<file path="config.mk">
export PLATFORM = sky130hd
export DESIGN_NAME = uart_rx_ext_flat
export DESIGN_NICKNAME = d
export VERILOG_FILES = /design/src/rtl/uart_rx_ext_if.sv /design/src/rtl/uart_rx_ext.sv /design/src/flat_wrapper.sv
export SDC_FILE = /design/constraint.sdc
export NUM_CORES = 1
export LEC_CHECK = 0
export CORE_ASPECT_RATIO = 1.1
export CORE_UTILIZATION = 25
export DETAILED_ROUTE_END_ITERATION = 7
export GPL_TIMING_DRIVEN = 0
export SLEW_MARGIN = 0
export SYNTH_ARGS = -nofsm -noshare
export SYNTH_HDL_FRONTEND = slang
export SYNTH_SLANG_ARGS = --single-unit
</file>
<file path="constraint.sdc">
create_clock -name clk -period 3.36 [get_ports clk]
set_input_delay 0.336 -clock clk [delete_from_list [all_inputs] [get_ports clk]]
set_output_delay 0.336 -clock clk [all_outputs]
set_load 0.02 [all_outputs]
</file>
<file path="src/rtl/uart_rx_ext_if.sv">
// uart_rx_ext_if: received-word stream with per-frame error flags and overrun pulse
interface uart_rx_ext_if #(
    parameter int DATA_BITS = 8
);
    logic [DATA_BITS-1:0] rx_data;
    logic                 rx_valid;
    logic                 rx_ready;
    logic                 frame_err;
    logic                 parity_err;
    logic                 break_det;
    logic                 overrun;

    modport master (
        output rx_data, rx_valid, frame_err, parity_err, break_det, overrun,
        input  rx_ready
    );

    modport slave (
        input  rx_data, rx_valid, frame_err, parity_err, break_det, overrun,
        output rx_ready
    );
endinterface

</file>
<file path="src/rtl/uart_rx_ext.sv">
// uart_rx_ext: UART receiver with input sync, majority vote, parity/stop checks and a valid/ready output
module uart_rx_ext #(
    parameter int CLK_FREQ  = 12_000_000,
    parameter int BAUDRATE  = 230_400,
    parameter int DATA_BITS = 8,
    parameter int PARITY    = 0,
    parameter int STOP_BITS = 1
) (
    input  logic clk,
    input  logic rst_n,
    input  logic rx,
    output logic busy,
    uart_rx_ext_if.master stream
);
    localparam int CPB  = CLK_FREQ / BAUDRATE;
    localparam int HALF = CPB / 2;
    localparam int CW   = $clog2((2 + DATA_BITS + STOP_BITS) * CPB);

    typedef enum logic [2:0] {IDLE, START, DATA, PAR, STOP} state_t;

    state_t               state, state_nxt;
    logic                 s1, s2, armed, vote, smp, done, ferr, perr;
    logic                 shift, chk_par, chk_stop, last;
    logic [2:0]           hist;
    logic [CW-1:0]        cnt, target;
    logic [3:0]           bits;
    logic [DATA_BITS-1:0] data;

    assign vote = (hist[0] & hist[1]) | (hist[0] & hist[2]) | (hist[1] & hist[2]);
    assign smp  = cnt == target;

    // State register
    always_ff @(posedge clk or negedge rst_n)
        if (!rst_n) state <= IDLE;
        else        state <= state_nxt;

    // Next state: start only after the line was seen high again, so a held-low line is one break
    always_comb begin
        state_nxt = state;
        case (state)
            IDLE:    if (armed && !s2) state_nxt = START;
            START:   if (smp) state_nxt = vote ? IDLE : DATA;
            DATA:    if (smp && bits == 4'(DATA_BITS - 1)) state_nxt = (PARITY != 0) ? PAR : STOP;
            PAR:     if (smp) state_nxt = STOP;
            STOP:    if (smp && bits == 4'(STOP_BITS - 1)) state_nxt = IDLE;
            default: state_nxt = IDLE;
        endcase
    end

    // FSM outputs: busy flag and per-state sample strobes
    always_comb begin
        busy     = state != IDLE;
        shift    = state == DATA && smp;
        chk_par  = state == PAR && smp;
        chk_stop = state == STOP && smp;
        last     = chk_stop && bits == 4'(STOP_BITS - 1);
    end

    // Synchroniser, vote history, bit timing and frame assembly
    always_ff @(posedge clk or negedge rst_n)
        if (!rst_n) begin
            s1     <= 1'b1;
            s2     <= 1'b1;
            hist   <= 3'b111;
            armed  <= 1'b0;
            cnt    <= '0;
            target <= CW'(HALF);
            bits   <= '0;
            data   <= '0;
            ferr   <= 1'b0;
            perr   <= 1'b0;
            done   <= 1'b0;
        end else begin
            s1     <= rx;
            s2     <= s1;
            hist   <= {hist[1:0], s2};
            armed  <= state == IDLE && (armed || s2);
            cnt    <= busy ? cnt + 1'b1 : '0;
            target <= !busy ? CW'(HALF) : smp ? target + CW'(CPB) : target;
            bits   <= state_nxt != state ? '0 : smp ? bits + 1'b1 : bits;
            done   <= last;
            if (shift) data <= {vote, data[DATA_BITS-1:1]};
            if (state == IDLE && state_nxt == START) begin
                ferr <= 1'b0;
                perr <= 1'b0;
            end
            if (chk_par) perr <= (^data ^ vote) != (PARITY == 1);
            if (chk_stop && !vote) ferr <= 1'b1;
        end

    // Output register: load a finished frame if the slot is free, else keep the old word and flag overrun
    always_ff @(posedge clk or negedge rst_n)
        if (!rst_n) begin
            stream.rx_data    <= '0;
            stream.rx_valid   <= 1'b0;
            stream.frame_err  <= 1'b0;
            stream.parity_err <= 1'b0;
            stream.break_det  <= 1'b0;
            stream.overrun    <= 1'b0;
        end else begin
            stream.overrun <= done && stream.rx_valid && !stream.rx_ready;
            if (done && (!stream.rx_valid || stream.rx_ready)) begin
                stream.rx_data    <= data;
                stream.frame_err  <= ferr;
                stream.parity_err <= perr;
                stream.break_det  <= ferr && data == '0;
                stream.rx_valid   <= 1'b1;
            end else if (stream.rx_valid && stream.rx_ready) begin
                stream.rx_valid <= 1'b0;
            end
        end
endmodule
</file>
<file path="src/flat_wrapper.sv">
// flat-port wrapper written by rule: the top's interface ports become plain ports
module uart_rx_ext_flat 
#(
    parameter int CLK_FREQ  = 12_000_000,
    parameter int BAUDRATE  = 230_400,
    parameter int DATA_BITS = 8,
    parameter int PARITY    = 0,
    parameter int STOP_BITS = 1
)
  (clk, rst_n, rx, busy, stream_rx_data, stream_rx_valid, stream_frame_err, stream_parity_err, stream_break_det, stream_overrun, stream_rx_ready);
  uart_rx_ext_if #(.DATA_BITS(DATA_BITS)) stream_i ();
  input  logic clk;
  input  logic rst_n;
  input  logic rx;
  output logic busy;
  output wire logic [$bits(stream_i.rx_data)-1:0] stream_rx_data;
  output wire logic [$bits(stream_i.rx_valid)-1:0] stream_rx_valid;
  output wire logic [$bits(stream_i.frame_err)-1:0] stream_frame_err;
  output wire logic [$bits(stream_i.parity_err)-1:0] stream_parity_err;
  output wire logic [$bits(stream_i.break_det)-1:0] stream_break_det;
  output wire logic [$bits(stream_i.overrun)-1:0] stream_overrun;
  input wire logic [$bits(stream_i.rx_ready)-1:0] stream_rx_ready;
  assign stream_rx_data = stream_i.rx_data;
  assign stream_rx_valid = stream_i.rx_valid;
  assign stream_frame_err = stream_i.frame_err;
  assign stream_parity_err = stream_i.parity_err;
  assign stream_break_det = stream_i.break_det;
  assign stream_overrun = stream_i.overrun;
  assign stream_i.rx_ready = stream_rx_ready;
  uart_rx_ext #(.CLK_FREQ(CLK_FREQ), .BAUDRATE(BAUDRATE), .DATA_BITS(DATA_BITS), .PARITY(PARITY), .STOP_BITS(STOP_BITS)) u_core (.clk(clk), .rst_n(rst_n), .rx(rx), .busy(busy), .stream(stream_i));
endmodule
</file>
* Word-level counts from Yosys, hierarchy flattened *
Index checks and enable logic that the tools add are counted.
Widths: inputs -> output; s select.

storage, ports and cells
  output and inout bits = 14
  logic and storage cells = 83
  flip-flop bits (word level) = 57
  bits of input ports = 4

cells by class
  equality and inequality tests = 9
  reduce and logical (&&, ||, !) cells = 30
  $add $sub $neg = 3
  bitwise logic cells = 6
  mux-type cells = 17

operators with widths
  operator               count
  $mux 10                3
  $logic_and 1x1->1      15
  $mux 3                 5
  $pmux 3 s5             1
  $add 10x1->10 const B  1
  $add 10x6->10 const B  1
  $eq 10x10->1           1
  $logic_not 8->1        1
  $mux 4                 2
  $reduce_bool 2->1      4
  $reduce_xor 8->1       1
  $eq 3x1->1 const B     2
  $eq 3x2->1 const B     2
  $mux 1                 5
  $add 4x1->4 const B    1
  $eq 4x3->1 const B     1
  $logic_not 1->1        4
  $logic_not 4->1        1
  $and 1x1->1            3
  $eq 3x3->1 const B     1
  $logic_not 3->1        1
  $ne 3x3->1             1
  $reduce_bool 3->1      1
  $logic_or 1x1->1       2
  other kinds (4)        5

* Depth between registers and ports, before layout *
Gate-level depths: netlist (run 1).

  depth in word-level cells = 10
  depth in mapped cells = 8
  mapped depth without buffers = 6

* Worst setup path before layout (run 1) *
No wires, ideal clock.

  path type = register to register
  from = reg u_core.cnt[4]
  to = reg u_core.data[7]
  setup time = 0.125 ns
  period minus slack after synthesis = 1.968 ns
  cell stages (with the launch flop) = 7
  arrival time = 1.843 ns
  buffers on the path = 1
  slack = 1.392 ns
  required time = 3.235 ns
  path through = dfrtp_1 > buf_6 > xor2_1 > nor4_2 > nand3_2 > nor3_4 > mux2_4

between the ends
  word-level cells in the longest chain between the ends = 2

RTL lines
  element                 line               RTL
  from (decl)             uart_rx_ext.sv:25  logic [CW-1:0] cnt, target;
  from (signal assigned)  uart_rx_ext.sv:78  cnt <= busy ? cnt + 1'b1 : '0;
  $eq 10x10->1            uart_rx_ext.sv:30  assign smp = cnt == target;
  $logic_and 1x1->1       uart_rx_ext.sv:53  shift = state == DATA && smp;
  to (signal assigned)    uart_rx_ext.sv:82  if (shift) data <= {vote, data[DATA_BITS-1:1]};
  to (decl)               uart_rx_ext.sv:27  logic [DATA_BITS-1:0] data;

No other way between the ends.
A chain may end at the register's enable or synchronous reset.

* Worst setup path in the final report (run 1) *
  from = reg u_core.state[0]
  to = out busy

between the ends
  word-level cells in the longest chain between the ends = 1

RTL lines
  element                 line                RTL
  from (decl)             uart_rx_ext.sv:21   state_t state, state_nxt;
  from (signal assigned)  uart_rx_ext.sv:35   else state <= state_nxt;
  $reduce_bool 3->1       uart_rx_ext.sv:52   busy = state != IDLE;
  to (decl)               flat_wrapper.sv:15  output logic busy;

No other way between the ends.

==> results of run 1 <==
## worst max path at each step
| stage | from | cells after the start | end | slack [ns] |
|---|---|---|---|---|
| 6_report | u_core.state[0]$_DFF_PN0_ | 4 | busy | 0.30 |
| 4_1_cts | u_core.state[0]$_DFF_PN0_ | 4 | busy | 0.25 |
| 5_1_grt | u_core.state[0]$_DFF_PN0_ | 4 | busy | 0.02 |
| 3_5_place_dp | u_core.state[0]$_DFF_PN0_ | 4 | busy | 0.62 |
| 2_1_floorplan | u_core.cnt[4]$_DFF_PN0_ | 6 | u_core.data[7]$_DFFE_PN0P_ | 1.39 |
| 3_3_place_gp | rst_n | 1 | u_core.target[5]$_DFFE_PN0P_ | 0.25 |
## through the flow
step	worst slack [ns]	power [uW]
after global routing	0.01716	1459
after global placement	0.2482	1006
after CTS	0.2515	1390
final	0.2977	1370
after detailed placement	0.6221	1011
after floorplan	1.392	936.3
## layout make-up
cell class	count	area share, %
multi-input combinational	163	35.82
sequential	56	46.77
inverter	16	1.990
clock inverter	3	0.7048
buffer	8	1.327
tap	120	4.975
clock buffer	5	2.280
timing repair buffer	18	6.136
## metal layers
layer / routed length (um) / up-vias
met2: 2100 / 23
met4: 29 / 0
li1: - / 887
met5: 0 / -
met1: 2241 / 857
met3: 129 / 4
## cell families after synthesis
| logic type | count (synthesis) | synth area share (%) |
|---|---|---|
| buffers and inverters | 24 | 3.861 |
| multiplexers | 14 | 5.743 |
| flip-flops | 56 | 54.44 |
| AO/OA/AOI/OAI | 40 | 9.122 |
| XOR/XNOR | 19 | 6.419 |
| adder cells (fa/ha/maj) | 9 | 4.247 |
| AND/OR/NAND/NOR | 81 | 16.17 |
## cells in the final DEF (no fill, tap or decap), types with 2 or more instances in the layout
| cell type | n |
|---|---|
| xor2_1 | 15 |
| clkdlybuf4s50_1 | 16 |
| nor2_1 | 17 |
| o21ai_0 | 20 |
| nor3_1 | 5 |
| nand2_1 | 22 |
| buf_2 | 3 |
| a31oi_1 | 2 |
| nor4_2 | 2 |
| ha_1 | 8 |
| clkbuf_8 | 5 |
| inv_1 | 15 |
| nand3_1 | 9 |
| dfstp_2 | 8 |
| a21oi_1 | 7 |
| xnor2_1 | 4 |
| nand4_1 | 3 |
| a211o_1 | 2 |
| or3_1 | 9 |
| nand2b_1 | 8 |
| dfrtp_1 | 48 |
| clkbuf_1 | 5 |
| mux2i_1 | 10 |
| mux2_2 | 3 |
| o22ai_1 | 2 |
## power by group through the flow
| stage | clock network [uW] | registers, uW | logic (uW) |
|---|---|---|---|
| after floorplan | 0 | 761 | 175 |
| after global placement | 0 | 769 | 238 |
| after detailed placement | 0 | 769 | 242 |
| after CTS | 390 | 756 | 244 |
| after global routing | 418 | 764 | 277 |
| final | 374 | 757 | 239 |
## worst register-to-register path, delay by kind of cell, from the launching register on
family	cells	cell delay [ns]
multiplexers	1	0.09
AND/OR/NAND/NOR	1	0.70
flip-flops	1	0.37
AO/OA/AOI/OAI	1	0.25
buffers and inverters	2	0.70
## registers in the layout, summed over array words and instances, names as in the netlist, 3 cells and up
register	cells
u_core.bits	4
u_core.cnt	10
u_core.data	8
u_core.hist	3
u_core.state	3
u_core.stream.rx_data	8
u_core.target	9
==> results.json, run 1 <==
{
  "status": "finished clean",
  "root_buffer": "clkbuf_8",
  "ioPinCount": 18,
  "end_kind": "primary output",
  "nFillCells": 1043,
  "drtPass1Iterations": 4,
  "postCtsHoldBufs": 0,
  "drv_cap": 0,
  "p_comb_share_pct": 17.4,
  "synth_commonest_cells": "48 x dfrtp_1, 22 x nand2_1, 20 x o21ai_0",
  "wirelength_um": 4500,
  "crit_type": "reg2out",
  "syn_area_per_cell_um2": 10.67,
  "crit_family": "buffers and inverters",
  "use_met3_pct": 2.308,
  "ys_seq_area_share_pct": 54.44,
  "core-area_um2": 9985,
  "rr_startpoint": "u_core.state[0]$_DFF_PN0_",
  "path_cells": "clkbuf_1 > nor3_1 > clkinv_1 > clkdlybuf4s50_1",
  "start_util_pct": 25.96,
  "regArea_um2": 1411,
  "die_w_um": 99.10,
  "final_antenna_net_count": 0,
  "fin_util_pct": 30.23,
  "clk_path_buf_depth": 2,
  "area_growth_pct": 16.41,
  "antenna_found_initial": 0,
  "rsz0062_at_grt": "false",
  "dieArea_um2": 10780,
  "critPathMaxStageDelay_ns": 0.69,
  "worstPathMaxFanout": 9,
  "rr_worst_depth": 5,
  "post_drt_wl_per_cell_um": 11.57,
  "yosysMostFrequentCell": "dfrtp_1",
  "synth_cells": 243,
  "fin_cells": 389,
  "power_switching_uw": 410.4,
  "nets": 280,
  "fp-row-count": 38,
  "finalSetupViolations": 0,
  "cp-start-kind": "register",
  "finalCriticalPeriod_ns": 3.062,
  "die_height_um": 108.8,
  "hold_violations": 0,
  "io_buffers": 17,
  "drtIter0Drc": 44,
  "place_congestion": 0.7491,
  "required_ns": 3.02,
  "synth_top_area_share_pct": 46.33,
  "clkSinkCount": 56,
  "cts_setup_buffers": 0,
  "syn-num-nets": 255,
  "use_met2_pct": 15.63,
  "cts_made_buffers": 5,
  "clock_latency_ns": 0.31,
  "swShare_pct": 29.97,
  "fmax_mhz": 326.6,
  "postCtsResizedCells": 0,
  "power.internal_uw": 959.1,
  "grtUsageMet1_pct": 12.69,
  "grt_pass1_vias": 1790,
  "synth_top_cells_by_area": "dfrtp_1 46%, dfstp_2 8.1%, xor2_1 5.1%",
  "vias": 1771,
  "leakagePower_uw": 0.001296,
  "drive_above_1_share_pct": 11.52,
  "fin_skew_ns": 0.01573,
  "tightestPinTransition_ns": 0.7792,
  "grt_pass1_wl_um": 8252,
  "slowest_stage": "nor3_1",
  "path_clk_slew_ns": 0.11,
  "drv_slew": 0,
  "dpl_cell_area_um2": 2928,
  "ys.flop_type": "dfrtp_1",
  "crit_arrival_ns": 2.73,
  "setup_tns_ns": 0,
  "critPathBufInv": 3,
  "avgViaCountPerCell": 4.553,
  "place_inst": 381,
  "clkPwrFrac_pct": 27.3,
  "ys.warnings.count": 0,
  "async_reset_ff_share_pct": 100.0,
  "htreeDepth": 2,
  "cts_tree": "built",
  "drc": 0,
  "grt_max_degree": 32,
  "synth-edff-count": 0,
  "antenna_cells": 0,
  "power.density_nw_per_um2": 453.8,
  "gr-total-overflow": 0,
  "ir_worst_vdd_mv": 0.2726,
  "netlist_area_um2": 2592,
  "ff2ff_setup_slack_ns": 1.15,
  "timing.hold.ws_ns": 0.01255,
  "grt_use_total_pct": 9.546,
  "synth.largest_area_cell": "dfrtp_1",
  "design_area_um2": 3018,
  "synth_seq_cells": 56,
  "hold_path.class": "in2async",
  "p_seq_share_pct": 55.3,
  "r2r_end": "u_core.perr$_DFFE_PN0P_",
  "dpl.hpwl_um": 3232,
  "synth_cell_types": 40,
  "fin_crit_sh_pct": 91.14,
  "grt.busiest_layer": "met2",
  "slew_headroom_pct": 47.66,
  "multi_input_area_um2": 1081
}
No activity file was read; power rests on OpenSTA's default activity.
==> inputs of run 2 (changes only) <==
--- a/config.mk
+++ b/config.mk
@@ -9,6 +9,7 @@
 export CORE_UTILIZATION = 25
 export DETAILED_ROUTE_END_ITERATION = 7
 export GPL_TIMING_DRIVEN = 0
+export SKIP_CTS_REPAIR_TIMING = 1
 export SLEW_MARGIN = 0
 export SYNTH_ARGS = -nofsm -noshare
 export SYNTH_HDL_FRONTEND = slang
==> results of run 2 <==
Same layout as run 1: the final DEF is identical, and so are final timing and power.
==> inputs of run 3 (changes only) <==
--- a/config.mk
+++ b/config.mk
@@ -8,7 +8,7 @@
 export CORE_ASPECT_RATIO = 1.1
 export CORE_UTILIZATION = 25
 export DETAILED_ROUTE_END_ITERATION = 7
-export GPL_TIMING_DRIVEN = 0
+export GPL_ROUTABILITY_DRIVEN = 0
 export SKIP_CTS_REPAIR_TIMING = 1
 export SLEW_MARGIN = 0
 export SYNTH_ARGS = -nofsm -noshare
==> results.json, run 3 (same netlist as run 1, synthesis figures left out) <==
{
  "required_ns": 3.02,
  "gr-total-overflow": 0,
  "end_kind": "primary output",
  "final_antenna_net_count": 0,
  "drv_cap": 0,
  "status": "finished clean",
  "clkSinkCount": 56,
  "nets": 274,
  "worstPathMaxFanout": 9,
  "final_common_cell": "dfrtp_1",
  "fp-row-count": 38,
  "setup_tns_ns": 0,
  "vias": 1731,
  "clock_latency_ns": 0.31,
  "wl_met2_um": 1945,
  "topRoutingLayerUsed": "met4",
  "path_clk_slew_ns": 0.11,
  "grt_pass1_vias": 1642,
  "startpoint": "u_core.state[0]$_DFF_PN0_",
  "avgViaCountPerCell": 4.520,
  "die_height_um": 108.8,
  "core-area_um2": 9985,
  "largest_reg_flops": 10,
  "finalSetupViolations": 0,
  "critPathBufInv": 2,
  "start_util_pct": 25.96,
  "io_buffers": 17,
  "mostFrequentLayoutCells": "48 x dfrtp_1, 22 x nand2_1, 20 x o21ai_0, 17 x nor2_1, 16 x clkdlybuf4s50_1",
  "clk_path_buf_depth": 2,
  "largest_register": "u_core.cnt",
  "met3_length_um": 155,
  "rr_startpoint": "u_core.target[4]$_DFFE_PN1P_",
  "rsz0062_at_grt": "false",
  "drtIter0Drc": 116,
  "fin_crit_sh_pct": 69.29,
  "drtPass1Iterations": 4,
  "timing.hold.ws_ns": 0.04556,
  "hold_path.class": "in2async",
  "grt_max_degree": 32,
  "crit_type": "reg2out",
  "grt_pass1_wl_um": 7541,
  "fin_total_pwr_uw": 1366,
  "finalCriticalPeriod_ns": 2.328,
  "post_drt_wl_per_cell_um": 11.30,
  "die_w_um": 99.10,
  "wl_met1_um": 2200,
  "cts_made_buffers": 5,
  "ioPinCount": 18,
  "drc": 0,
  "fmax_mhz": 429.5,
  "fin_skew_ns": 0.01555,
  "top_regs": "u_core.cnt x10, u_core.target x9",
  "critPathMaxStageDelay_ns": 0.62,
  "antenna_found_initial": 0,
  "dieArea_um2": 10780,
  "ir_worst_vdd_mv": 0.2950,
  "area_growth_pct": 15.01,
  "cts_tree": "built",
  "drv_slew": 0,
  "antenna_cells": 0,
  "dpl.hpwl_um": 3147,
  "hold_violations": 0,
  "slew_headroom_pct": 54.81,
  "post-place-ws_ns": 1.076,
  "leakagePower_uw": 0.001288,
  "wirelength_um": 4326,
  "power.density_nw_per_um2": 458.0,
  "setup_ws_ns": 1.032,
  "cp-start-kind": "register",
  "grt_use_total_pct": 8.798,
  "htreeDepth": 2,
  "root_buffer": "clkbuf_8",
  "drive_above_1_share_pct": 11.41,
  "slowest_stage": "clkdlybuf4s50_1",
  "tightestPinTransition_ns": 0.6779,
  "crit_family": "buffers and inverters",
  "path_cells": "nor3_1 > clkinv_1 > clkdlybuf4s50_1",
  "crit_arrival_ns": 1.99
}
[run 3: cell types whose count changed in the layout (fill, tap and decap cells not counted)]
cell / delta
buf_4: +3
buf_2: -2
clkinvlp_4: -1
buf_12: -1
buf_6: -1
clkbuf_1: -5
clkinv_4: +1
[run 3: layout make-up]
class / count / area [um^2]
Timing Repair Buffer: 20 / 187.7
Clock buffer: 5 / 68.82
Fill cell: 1065 / 7003
Tap cell: 120 / 150.1
Multi-Input combinational cell: 163 / 1081
Clock inverter: 3 / 22.52
Inverter: 16 / 60.06
Sequential cell: 56 / 1411
[run 3: stage by stage]
stage	cells	util (%)	cell area, um^2
4_1_cts	383	29.86	2982
3_3_place_gp	375	28.95	2890
3_5_place_dp	375	28.95	2890
2_1_floorplan	243	-	2592
5_1_grt	383	29.86	2982
6_report	383	29.86	2982
[run 3: worst paths after layout]
| kind | cells after the start | to | slack, ns |
|---|---|---|---|
| worst max-delay path | 3 | busy | 1.03 |
| worst min-delay path | 1 | u_core.stream.rx_data[5]$_DFFE_PN0P_ | 0.05 |
| worst max register to register | 6 | u_core.data[7]$_DFFE_PN0P_ | 1.09 |
| worst min register to register | 0 | u_core.s2$_DFF_PN1_ | 0.36 |
| max in group asynchronous | 2 | u_core.target[4]$_DFFE_PN1P_ | 2.45 |
| min in group clk | 0 | u_core.s2$_DFF_PN1_ | 0.36 |
[run 3: power breakdown]
| part | internal, uW | total (uW) | switching (uW) |
|---|---|---|---|
| registers | 718 | 772 | 54.7 |
| clock network | 150 | 376 | 226 |
| logic | 87.6 | 217 | 129 |
| total | 955 | 1370 | 410 |
[run 3: layer usage]
| metal | vias up | global-route usage (%) |
|---|---|---|
| li1 | 863 | - |
| met3 | 2 | 2.308 |
| met5 | - | 0 |
| met1 | 840 | 11.43 |
| met2 | 26 | 14.19 |
| met4 | 0 | 3.151 |
[run 3: worst register-to-register path, cell delays in order, from the launching register on]
cell     delay (ns)
dfstp_2        0.60
xor2_1         0.09
nor4_2         0.33
nand3_2        0.10
buf_4          0.22
nor3_4         0.48
mux2_4         0.35
